<file path="config.mk">
export PLATFORM = sky130hd
export DESIGN_NAME = i2c_transaction_receiver
export DESIGN_NICKNAME = d
export VERILOG_FILES = /design/src/rtl/i2c_pkg.sv /design/src/rtl/i2c_bus_monitor.sv /design/src/rtl/i2c_transaction_receiver.sv
export SDC_FILE = /design/constraint.sdc
export NUM_CORES = 1
export LEC_CHECK = 0
export BUFFER_PORTS_ARGS = -buffer_cell sky130_fd_sc_hd__buf_2
export CAP_MARGIN = 20
export CORE_ASPECT_RATIO = 0.7
export CORE_UTILIZATION = 55
export CTS_CLUSTER_DIAMETER = 150
export CTS_CLUSTER_SIZE = 30
export DETAILED_ROUTE_END_ITERATION = 10
export GPL_ROUTABILITY_DRIVEN = 0
export HOLD_SLACK_MARGIN = 0.08
export PLACE_DENSITY_LB_ADDON = 0.15
export SLEW_MARGIN = 20
export SYNTH_ARGS = -nofsm -noshare
export SYNTH_HDL_FRONTEND = slang
export SYNTH_SLANG_ARGS = --single-unit
export TNS_END_PERCENT = 100
</file>
<file path="constraint.sdc">
create_clock -name clk -period 2.83 [get_ports clk]
set_clock_uncertainty 0.2 [all_clocks]
set_input_delay 0 -clock clk [delete_from_list [all_inputs] [get_ports clk]]
set_output_delay 0 -clock clk [all_outputs]
set_load 0.02 [all_outputs]
</file>
<file path="src/rtl/i2c_pkg.sv">
// Shared definitions for the I2C transaction generator/receiver pair.
// Holds the FSM state encoding (4 bits wide, same style as the generator),
// the byte size, ACK/NACK line levels and the address-match helper.
package i2c_pkg;

    localparam int   I2C_BYTE_BITS = 8;
    localparam logic I2C_ACK       = 1'b0;
    localparam logic I2C_NACK      = 1'b1;

    typedef enum logic [3:0] {
        ST_IDLE     = 4'd0,
        ST_ADDR     = 4'd1,
        ST_ADDR_ACK = 4'd2,
        ST_RX       = 4'd3,
        ST_RX_ACK   = 4'd4,
        ST_TX       = 4'd5,
        ST_TX_ACK   = 4'd6,
        ST_IGNORE   = 4'd7
    } i2c_state_e;

    // The general call address (0x00) is never answered.
    function automatic logic addr_match(input logic [6:0] rx_addr, input logic [6:0] own_addr);
        return (rx_addr == own_addr) && (rx_addr != 7'd0);
    endfunction

endpackage

</file>
<file path="src/rtl/i2c_bus_monitor.sv">
// I2C bus monitor: samples SCL/SDA into clk_sys domain and flags bus events.
// Ports:
//   clk, rst          - system clock, async active-high reset
//   scl_i, sda_i      - raw bus lines
//   sda_o             - registered SDA sample
//   scl_rise_o/fall_o - SCL edge strobes (one clk each)
//   start_o, stop_o   - START/STOP conditions (need SCL high in both samples)
module i2c_bus_monitor (
    input  logic clk,
    input  logic rst,
    input  logic scl_i,
    input  logic sda_i,
    output logic sda_o,
    output logic scl_rise_o,
    output logic scl_fall_o,
    output logic start_o,
    output logic stop_o
);

    logic scl_q, scl_qq, sda_q, sda_qq;

    // Sampling flops reset to an idle (high) bus so reset itself is no event.
    always_ff @(posedge clk or posedge rst) begin
        if (rst) begin
            scl_q  <= 1'b1;
            scl_qq <= 1'b1;
            sda_q  <= 1'b1;
            sda_qq <= 1'b1;
        end else begin
            scl_q  <= scl_i;
            scl_qq <= scl_q;
            sda_q  <= sda_i;
            sda_qq <= sda_q;
        end
    end

    assign sda_o      = sda_q;
    assign scl_rise_o = scl_q & ~scl_qq;
    assign scl_fall_o = ~scl_q & scl_qq;
    assign start_o    = scl_q & scl_qq & sda_qq & ~sda_q;
    assign stop_o     = scl_q & scl_qq & ~sda_qq & sda_q;

endmodule

</file>
<file path="src/rtl/i2c_transaction_receiver.sv">
// I2C target: matches a 7-bit address and performs one DATA_BYTES transfer.
// Ports:
//   clk, rst     - system clock (SCL <= clk/4), async active-high reset
//   scl, sda_in  - bus clock and resolved SDA
//   i2c_addr     - own address
//   rd_data_in   - word returned on reads, latched at address ACK
//   sda_out/oe   - SDA drive value / enable
//   wr_data      - last complete written word, wr_valid pulses on update
//   busy         - START seen, STOP not yet seen
module i2c_transaction_receiver
    import i2c_pkg::*;
#(
    parameter int DATA_BYTES = 2
) (
    input  logic                        clk,
    input  logic                        rst,
    input  logic                        scl,
    input  logic                        sda_in,
    input  logic [6:0]                  i2c_addr,
    input  logic [8*DATA_BYTES-1:0]     rd_data_in,
    output logic                        sda_out,
    output logic                        sda_oe,
    output logic [8*DATA_BYTES-1:0]     wr_data,
    output logic                        wr_valid,
    output logic                        busy
);

    localparam int W   = I2C_BYTE_BITS * DATA_BYTES;
    localparam int BCW = (DATA_BYTES > 1) ? $clog2(DATA_BYTES) : 1;

    logic sda_s, scl_rise, scl_fall, start, stop;

    i2c_bus_monitor u_mon (
        .clk        (clk),
        .rst        (rst),
        .scl_i      (scl),
        .sda_i      (sda_in),
        .sda_o      (sda_s),
        .scl_rise_o (scl_rise),
        .scl_fall_o (scl_fall),
        .start_o    (start),
        .stop_o     (stop)
    );

    i2c_state_e     state_q, state_d;
    logic [2:0]     bit_cnt_q, bit_cnt_d;
    logic [BCW-1:0] byte_cnt_q, byte_cnt_d;
    logic           byte_done_q, byte_done_d;
    logic           ack_q, ack_d;
    logic [W-1:0]   shift_q, shift_d;
    logic [W-1:0]   tx_q, tx_d;
    logic [W-1:0]   wr_data_q, wr_data_d;
    logic           sda_out_q, sda_out_d, sda_oe_q, sda_oe_d;
    logic           wr_valid_q, wr_valid_d, busy_q, busy_d;

    logic addr_ok;
    assign addr_ok = addr_match(shift_q[7:1], i2c_addr);

    always_ff @(posedge clk or posedge rst) begin
        if (rst) state_q <= ST_IDLE;
        else     state_q <= state_d;
    end

    always_comb begin
        state_d = state_q;
        if (start) begin
            state_d = ST_ADDR;
        end else if (stop) begin
            state_d = ST_IDLE;
        end else if (scl_fall) begin
            case (state_q)
                ST_ADDR:     if (byte_done_q) state_d = addr_ok ? ST_ADDR_ACK : ST_IGNORE;
                ST_ADDR_ACK: state_d = shift_q[0] ? ST_TX : ST_RX;
                ST_RX:       if (byte_done_q) state_d = ST_RX_ACK;
                ST_RX_ACK:   state_d = (byte_cnt_q != '0) ? ST_RX : ST_IGNORE;
                ST_TX:       if (bit_cnt_q == 3'd0) state_d = ST_TX_ACK;
                ST_TX_ACK:   state_d = (ack_q == I2C_ACK && byte_cnt_q != '0) ? ST_TX : ST_IGNORE;
                default:     state_d = state_q;
            endcase
        end
    end

    always_comb begin
        bit_cnt_d   = bit_cnt_q;
        byte_cnt_d  = byte_cnt_q;
        byte_done_d = byte_done_q;
        ack_d       = ack_q;
        shift_d     = shift_q;
        tx_d        = tx_q;
        wr_data_d   = wr_data_q;
        sda_out_d   = sda_out_q;
        sda_oe_d    = sda_oe_q;
        wr_valid_d  = 1'b0;
        busy_d      = busy_q;
        if (start) begin
            bit_cnt_d   = 3'd7;
            byte_done_d = 1'b0;
            sda_out_d   = 1'b1;
            sda_oe_d    = 1'b0;
            busy_d      = 1'b1;
        end else if (stop) begin
            byte_done_d = 1'b0;
            sda_out_d   = 1'b1;
            sda_oe_d    = 1'b0;
            busy_d      = 1'b0;
        end else begin
            case (state_q)
                ST_ADDR, ST_RX: begin
                    if (scl_rise) begin
                        shift_d = {shift_q[W-2:0], sda_s};
                        if (bit_cnt_q == 3'd0) byte_done_d = 1'b1;
                        else                   bit_cnt_d   = bit_cnt_q - 3'd1;
                    end else if (scl_fall && byte_done_q) begin
                        byte_done_d = 1'b0;
                        bit_cnt_d   = 3'd7;
                        if (state_q == ST_RX || addr_ok) begin
                            sda_out_d = I2C_ACK;
                            sda_oe_d  = 1'b1;
                        end
                    end
                end
                ST_ADDR_ACK: begin
                    if (scl_fall) begin
                        byte_cnt_d = BCW'(DATA_BYTES - 1);
                        bit_cnt_d  = 3'd7;
                        if (shift_q[0]) begin
                            tx_d      = rd_data_in;
                            sda_out_d = rd_data_in[W-1];
                            sda_oe_d  = 1'b1;
                        end else begin
                            sda_out_d = 1'b1;
                            sda_oe_d  = 1'b0;
                        end
                    end
                end
                ST_RX_ACK: begin
                    if (scl_fall) begin
                        sda_out_d = 1'b1;
                        sda_oe_d  = 1'b0;
                        if (byte_cnt_q != '0) begin
                            byte_cnt_d = byte_cnt_q - BCW'(1);
                        end else begin
                            wr_data_d  = shift_q;
                            wr_valid_d = 1'b1;
                        end
                    end
                end
                ST_TX: begin
                    // tx_q shifts on every fall incl. the release, so the next
                    // byte's MSB sits at the top once TX_ACK is reached.
                    if (scl_fall) begin
                        tx_d = {tx_q[W-2:0], 1'b0};
                        if (bit_cnt_q != 3'd0) begin
                            bit_cnt_d = bit_cnt_q - 3'd1;
                            sda_out_d = tx_q[W-2];
                        end else begin
                            sda_out_d = 1'b1;
                            sda_oe_d  = 1'b0;
                        end
                    end
                end
                ST_TX_ACK: begin
                    if (scl_rise) ack_d = sda_s;
                    if (scl_fall && ack_q == I2C_ACK && byte_cnt_q != '0) begin
                        byte_cnt_d = byte_cnt_q - BCW'(1);
                        bit_cnt_d  = 3'd7;
                        sda_out_d  = tx_q[W-1];
                        sda_oe_d   = 1'b1;
                    end
                end
                default: begin
                    sda_out_d = 1'b1;
                    sda_oe_d  = 1'b0;
                end
            endcase
        end
    end

    always_ff @(posedge clk or posedge rst) begin
        if (rst) begin
            bit_cnt_q   <= '0;
            byte_cnt_q  <= '0;
            byte_done_q <= 1'b0;
            ack_q       <= 1'b0;
            shift_q     <= '0;
            tx_q        <= '0;
            wr_data_q   <= '0;
            sda_out_q   <= 1'b1;
            sda_oe_q    <= 1'b0;
            wr_valid_q  <= 1'b0;
            busy_q      <= 1'b0;
        end else begin
            bit_cnt_q   <= bit_cnt_d;
            byte_cnt_q  <= byte_cnt_d;
            byte_done_q <= byte_done_d;
            ack_q       <= ack_d;
            shift_q     <= shift_d;
            tx_q        <= tx_d;
            wr_data_q   <= wr_data_d;
            sda_out_q   <= sda_out_d;
            sda_oe_q    <= sda_oe_d;
            wr_valid_q  <= wr_valid_d;
            busy_q      <= busy_d;
        end
    end

    assign sda_out  = sda_out_q;
    assign sda_oe   = sda_oe_q;
    assign wr_data  = wr_data_q;
    assign wr_valid = wr_valid_q;
    assign busy     = busy_q;

endmodule

</file>
==> results of run 1 <==
[cells in the mapped netlist (all sizes together), types with 5 or more instances]
| library cell | count | area share |
|---|---|---|
| a21oi | 8 | 0.013 |
| buf | 15 | 0.028 |
| dfrtp | 60 | 0.48 |
| dfstp | 5 | 0.042 |
| inv | 8 | 0.010 |
| mux2 | 17 | 0.061 |
| mux2i | 15 | 0.048 |
| nand2 | 76 | 0.091 |
| nand2b | 7 | 0.016 |
| nor2 | 7 | 0.0091 |
| nor2b | 5 | 0.0099 |
| nor3 | 5 | 0.0080 |
| o21ai | 29 | 0.046 |
| xnor2 | 5 | 0.014 |
[sequential cells by signal, summed over array words and instances (netlist names), 3 cells and up]
signal and cells:
shift_q 16, wr_data 16, state_q 3, bit_cnt_q 3, tx_q 16
[power by group through the flow]
stage	logic (mW)	clock network, mW	registers [mW]
6_report	1.05	0.896	1.50
4_1_cts	1.03	0.912	1.48
3_5_place_dp	0.969	0	1.50
3_3_place_gp	0.938	0	1.50
5_1_grt	1.17	0.951	1.54
2_1_floorplan	0.872	0	1.38
[final cells by class]
type                            count  area share
Clock buffer                       10      0.0352
Multi-Input combinational cell    219       0.356
Inverter                            8     0.00832
Timing Repair Buffer               78       0.136
Tap cell                           72      0.0230
Clock inverter                      6      0.0230
Sequential cell                    65       0.418
[critical path, stage by stage, from the launching register on]
cell and delay (ps):
dfstp_2 640, nor2b_1 540, o21ai_0 180, o211ai_1 280
nand2_1 100, a221o_1 350
[path summary, 6_finish.rpt]
check,start,end,slack (ps),cells after the start
setup / recovery,u_mon.scl_qq,sda_out,460,5
hold / removal,i2c_addr[3],sda_oe,110,6
setup reg to reg,u_mon.scl_qq,sda_out,460,5
hold reg to reg,u_mon.sda_o,u_mon.sda_qq,220,0
max in group asynchronous,rst,shift_q[7],1530,4
min in group asynchronous,rst,wr_data[12],130,3
[cells in the final DEF, fill, tap and decap left out, drive strengths merged, types with 2 or more instances in the layout]
master,n
mux2,17
a21oi,8
a211o,2
xor2,3
buf,53
clkinv,2
ha,2
o31ai,3
nand2,76
o21ai,29
nand3,2
nand4b,2
bufinv,2
and3,3
mux2i,15
clkbuf,10
nor2,7
xnor2,5
a31oi,2
inv,9
nand2b,7
dlygate4sd3,25
nand3b,3
nor3,5
o22ai,3
dfrtp,60
a211oi,2
dfstp,5
nor2b,5
[stage by stage]
step / cell area (µm²) / setup slack [ps] / util / std cells / total power [mW]
finish: 3910 / 461 / 0.729 / 458 / 3.45
global route: 3910 / 338 / 0.729 / 458 / 3.66
CTS: 3880 / 26.5 / 0.724 / 456 / 3.43
global placement: 3420 / 592 / 0.636 / 416 / 2.43
floorplan: 3150 / 873 / - / 309 / 2.26
detailed placement: 3420 / 557 / 0.636 / 416 / 2.47
[timing repair]
action | in CTS | in global routing
resized for setup | 0 | 3
hold buffers | 24 | 2
setup endpoints to repair | 0 | 1
setup buffers | 0 | 1
hold endpoints to repair | 57 | 2
[kinds of logic after synthesis]
family	after synthesis	synth area share
XOR/XNOR	8	0.0223
AO/OA/AOI/OAI	59	0.122
AND/OR/NAND/NOR	118	0.179
flip-flops	65	0.519
multiplexers	32	0.109
buffers and inverters	25	0.0410
adder cells (fa/ha/maj)	2	0.00795
[layer usage]
| metal | global-route usage | vias to the layer above | share of wire |
|---|---|---|---|
| li1 | - | 1205 | - |
| met1 | 0.348 | 1196 | 0.48 |
| met2 | 0.369 | 103 | 0.44 |
| met3 | 0.0741 | 17 | 0.064 |
| met4 | 0.102 | 0 | 0.019 |
| met5 | 0 | - | 0 |
==> results.ini, run 1 <==
[place]
hpwlAfterDp_um=4380
portBuffers=46

[worst_setup_path]
crit_type=reg -> reg
crit_path_end_kind=flop
start_kind=flop
worstPathArrival_ps=2450
cp_max_fo=11
cp.required_ps=2910

[global_routing]
grt-ovfl-total=0
grt_pass1_vias=2424
grtUsageTotal=0.250
grt_antenna_before_repair=0
grt_pass1_wl_um=11400
grt_max_degree=38

[clock_network]
cts-buffers-inserted=9
cts_tree=built
htreeDepth=3
cts.sinks=65
clkTransAtPathRegs_ps=80
clockBufferDepth=2
cts_root_buffer=clkbuf_8
clk_latency_ps=350

[power]
power.internal_mw=2.25
p_sw_mw=1.20
peakVddDrop_v=0.000571
leakage_nw=2.04
power_frac_clock=0.260
p_seq_frac=0.435
combinationalPowerShare=0.305
power.share.switching=0.349
p_per_area_mw_per_mm2=882

[logic_synthesis]
yosys.cell_types.count=54
synth_area_mm2=0.00315
synth-seq-cells=65
synth.avg_cell_area_um2=10.2
syn_inst=309
postSynth.asyncResetShare=1.00
synth_ff_type=dfrtp_1
ys_warn_count=0
ys_seq_area_frac=0.519
syn-num-nets=338
synth_edf_count=0

[detailed_routing]
vias=2521
drt-initial-drc-count=156
drt-pass1-iter-count=5
wl_per_cell_um=14.5
remaining_drc_errors=0
avgViaCountPerCell=5.50
ant_nets=0
routed_wl_um=6620

[timing]
rsz0062_at_grt=no
hold_viol=0
fin_hold_ws_ps=106
fmax_ghz=0.422
tightestPinTransition_ps=759
maxSlewHeadroom=0.493
fin_crit_ps=2370
tns_ps=0
slew_violations=0
min_period_over_period=0.837
finalSetupViolCount=0

[floorplan]
chipHeight_um=65.3
die_x_um=92.4
initial_core_util=0.586
core_area_mm2=0.00537
io_pins=47
die_area_mm2=0.00603
row_count=22

[finish]
syn2layout_area_growth_pct=24.3
n_antenna_cell=0
nNetsFinal=410
drive_gt1_frac=0.264
multiInputGateArea_mm2=0.00139
seqCellArea_mm2=0.00164
fillCellCount=406

[min_path]
hold_path.class=in -> reg

[run_status]
outcome=finished clean

[job]
maxCapViolCount=0

Note: power is estimated with default switching activity, not from simulation.
==> run 2: changes to the inputs <==
==> constraint.sdc (replaced) <==
create_clock -name clk -period 2.2 [get_ports clk]
set_clock_uncertainty 0.2 [all_clocks]
set_input_delay 0 -clock clk [delete_from_list [all_inputs] [get_ports clk]]
set_output_delay 0 -clock clk [all_outputs]
set_load 0.02 [all_outputs]
==> results.ini, run 2 (synthesis results as in run 1) <==
[run_status]
outcome=finished clean

[clock_network]
clockBufferDepth=2  ; unchanged
cts.sinks=65  ; unchanged
cts_root_buffer=clkbuf_8
cts-buffers-inserted=9  ; unchanged
htreeDepth=3  ; unchanged
clk_latency_ps=340  ; about the same
clkTransAtPathRegs_ps=70  ; about the same
cts_tree=built

[timing]
fin_hold_ws_ps=105  ; -1.22 ps
tns_ps=0  ; unchanged
fmax_ghz=0.485  ; +15%
tightestPinTransition_ps=347  ; -411 ps
slew_violations=0  ; unchanged
fin_crit_ps=2060  ; -307 ps
min_period_over_period=0.937  ; +0.100
maxSlewHeadroom=0.766  ; +0.273
hold_viol=0  ; unchanged
rsz0062_at_grt=no
finalSetupViolCount=0  ; unchanged

[global_routing]
grt-ovfl-total=0  ; unchanged
grt_max_degree=66  ; +74%
grt_pass1_wl_um=11800  ; +3.5%
grtUsageTotal=0.261  ; +0.0107
grt_antenna_before_repair=0  ; unchanged
grt_pass1_vias=2446  ; +0.91%

[place]
hpwlAfterDp_um=4570  ; +4.3%
placed_cell_area_mm2=0.00349  ; +2.3%
portBuffers=46  ; unchanged

[detailed_routing]
avgViaCountPerCell=5.40  ; -2.0%
remaining_drc_errors=0  ; unchanged
drt-pass1-iter-count=4  ; -1
ant_nets=0  ; unchanged
drt-initial-drc-count=245  ; +57%
wl_per_cell_um=15.3  ; +6.0%
vias=2504  ; -0.67%
routed_wl_um=7110  ; +7.4%

[worst_setup_path]
crit_type=reg -> reg
path_cells=inv_2, ha_4, nor2b_4, o41a_1, a211oi_4, and4_1, o21ai_1
cp.required_ps=2210  ; -700 ps
critPathMaxStageDelay_ps=410  ; -230 ps
crit_path_end_kind=flop
worstPathArrival_ps=2070  ; -380 ps
cp_max_fo=6  ; -5
start_kind=flop
cp_slowest_cell=o41a_1

[finish]
syn2layout_area_growth_pct=26.6
nNetsFinal=416  ; +1.5%
drive_gt1_frac=0.273  ; +0.00871
layout_common_cells=nand2_1, dfrtp_1, buf_2
final_util=0.742  ; +0.0135
final_cell_area_mm2=0.00398  ; +1.9%
n_antenna_cell=0  ; unchanged
final_common_cell=nand2_1

[floorplan]
io_pins=47  ; unchanged
die_x_um=92.4  ; unchanged
row_count=22  ; unchanged
initial_core_util=0.586  ; unchanged
chipHeight_um=65.3  ; unchanged
core_area_mm2=0.00537  ; unchanged
die_area_mm2=0.00603  ; unchanged

[power]
combinationalPowerShare=0.331  ; +0.026
p_per_area_mw_per_mm2=1120  ; +27%
power.share.switching=0.351  ; +0.00191
power.internal_mw=2.90  ; +29%
p_seq_frac=0.420  ; -0.015
power_frac_clock=0.249  ; -0.011
peakVddDrop_v=0.000543  ; -4.8%
p_sw_mw=1.57  ; +30%
leakage_nw=2.07  ; +1.7%

[job]
maxCapViolCount=0  ; unchanged

[min_path]
hold_path.class=in -> reg

-- run 2: changes by cell type in the layout (fill, tap and decap cells not counted), moves of 2 or more --
| cell | previous run | this run |
|---|---|---|
| buf_12 | 0 | 2 |
| dfrtp_2 | 2 | 0 |
| dfrtp_1 | 58 | 60 |
| buf_4 | 7 | 11 |
-- run 2: worst paths after layout --
path | start | endpoint | slack (ps) | depth (start not counted)
worst min-delay path | scl | u_mon.scl_q | 110 | 2
worst max register to register | bit_cnt_q[0] | bit_cnt_q[2] | 140 | 7
worst max-delay path | bit_cnt_q[0] | bit_cnt_q[2] | 140 | 7
worst min register to register | u_mon.sda_o | u_mon.sda_qq | 210 | 0
min in group asynchronous | rst | wr_data[12] | 640 | 5
max in group asynchronous | rst | sda_out | 830 | 5
-- run 2: repair_timing --
action / 4_1_cts / 5_1_grt
gates resized for setup: 0 / 5
setup buffers: 0 / 0
endpoints found under the setup margin: 0 / 1
hold buffers: 25 / 0
endpoints found under the hold margin: 87 / 0
-- run 2: cell type report --
cell class	instances	area, µm²
fill	399	1380
clock buffer	11	141
multi-input combinational	219	1410
sequential	65	1630
timing repair buffer	84	603
inverter	8	32.5
tap	72	90.1
clock inverter	5	78.8
-- run 2: through the flow --
stage | std cells | setup WS, ps | power (mW)
floorplan | 309 | 243 | 2.90
global placement | 423 | 193 | 3.21
detailed placement | 423 | 146 | 3.27
CTS | 464 | 146 | 4.45
global route | 464 | 13.8 | 4.73
finish | 464 | 138 | 4.47
-- run 2: power groups by stage --
stage / Sequential (mW) / Combinational [mW] / Clock (mW)
5_1_grt: 1.92 / 1.63 / 1.19
3_5_place_dp: 1.87 / 1.40 / 0
2_1_floorplan: 1.78 / 1.12 / 0
3_3_place_gp: 1.86 / 1.35 / 0
4_1_cts: 1.86 / 1.45 / 1.14
6_report: 1.88 / 1.48 / 1.11
-- run 2: layer usage --
metal | track usage | wire length, µm
met5 | 0 | 0
met1 | 0.373 | 3330
met2 | 0.377 | 3170
met4 | 0.0898 | 91
met3 | 0.0799 | 514
-- run 2: worst max-delay path: cells and delay by family (launching register included) --
| kind | cells | cell delay (ps) |
|---|---|---|
| AO/OA/AOI/OAI | 3 | 800 |
| adder cells (fa/ha/maj) | 1 | 150 |
| buffers and inverters | 1 | 60 |
| flip-flops | 1 | 370 |
| AND/OR/NAND/NOR | 2 | 360 |
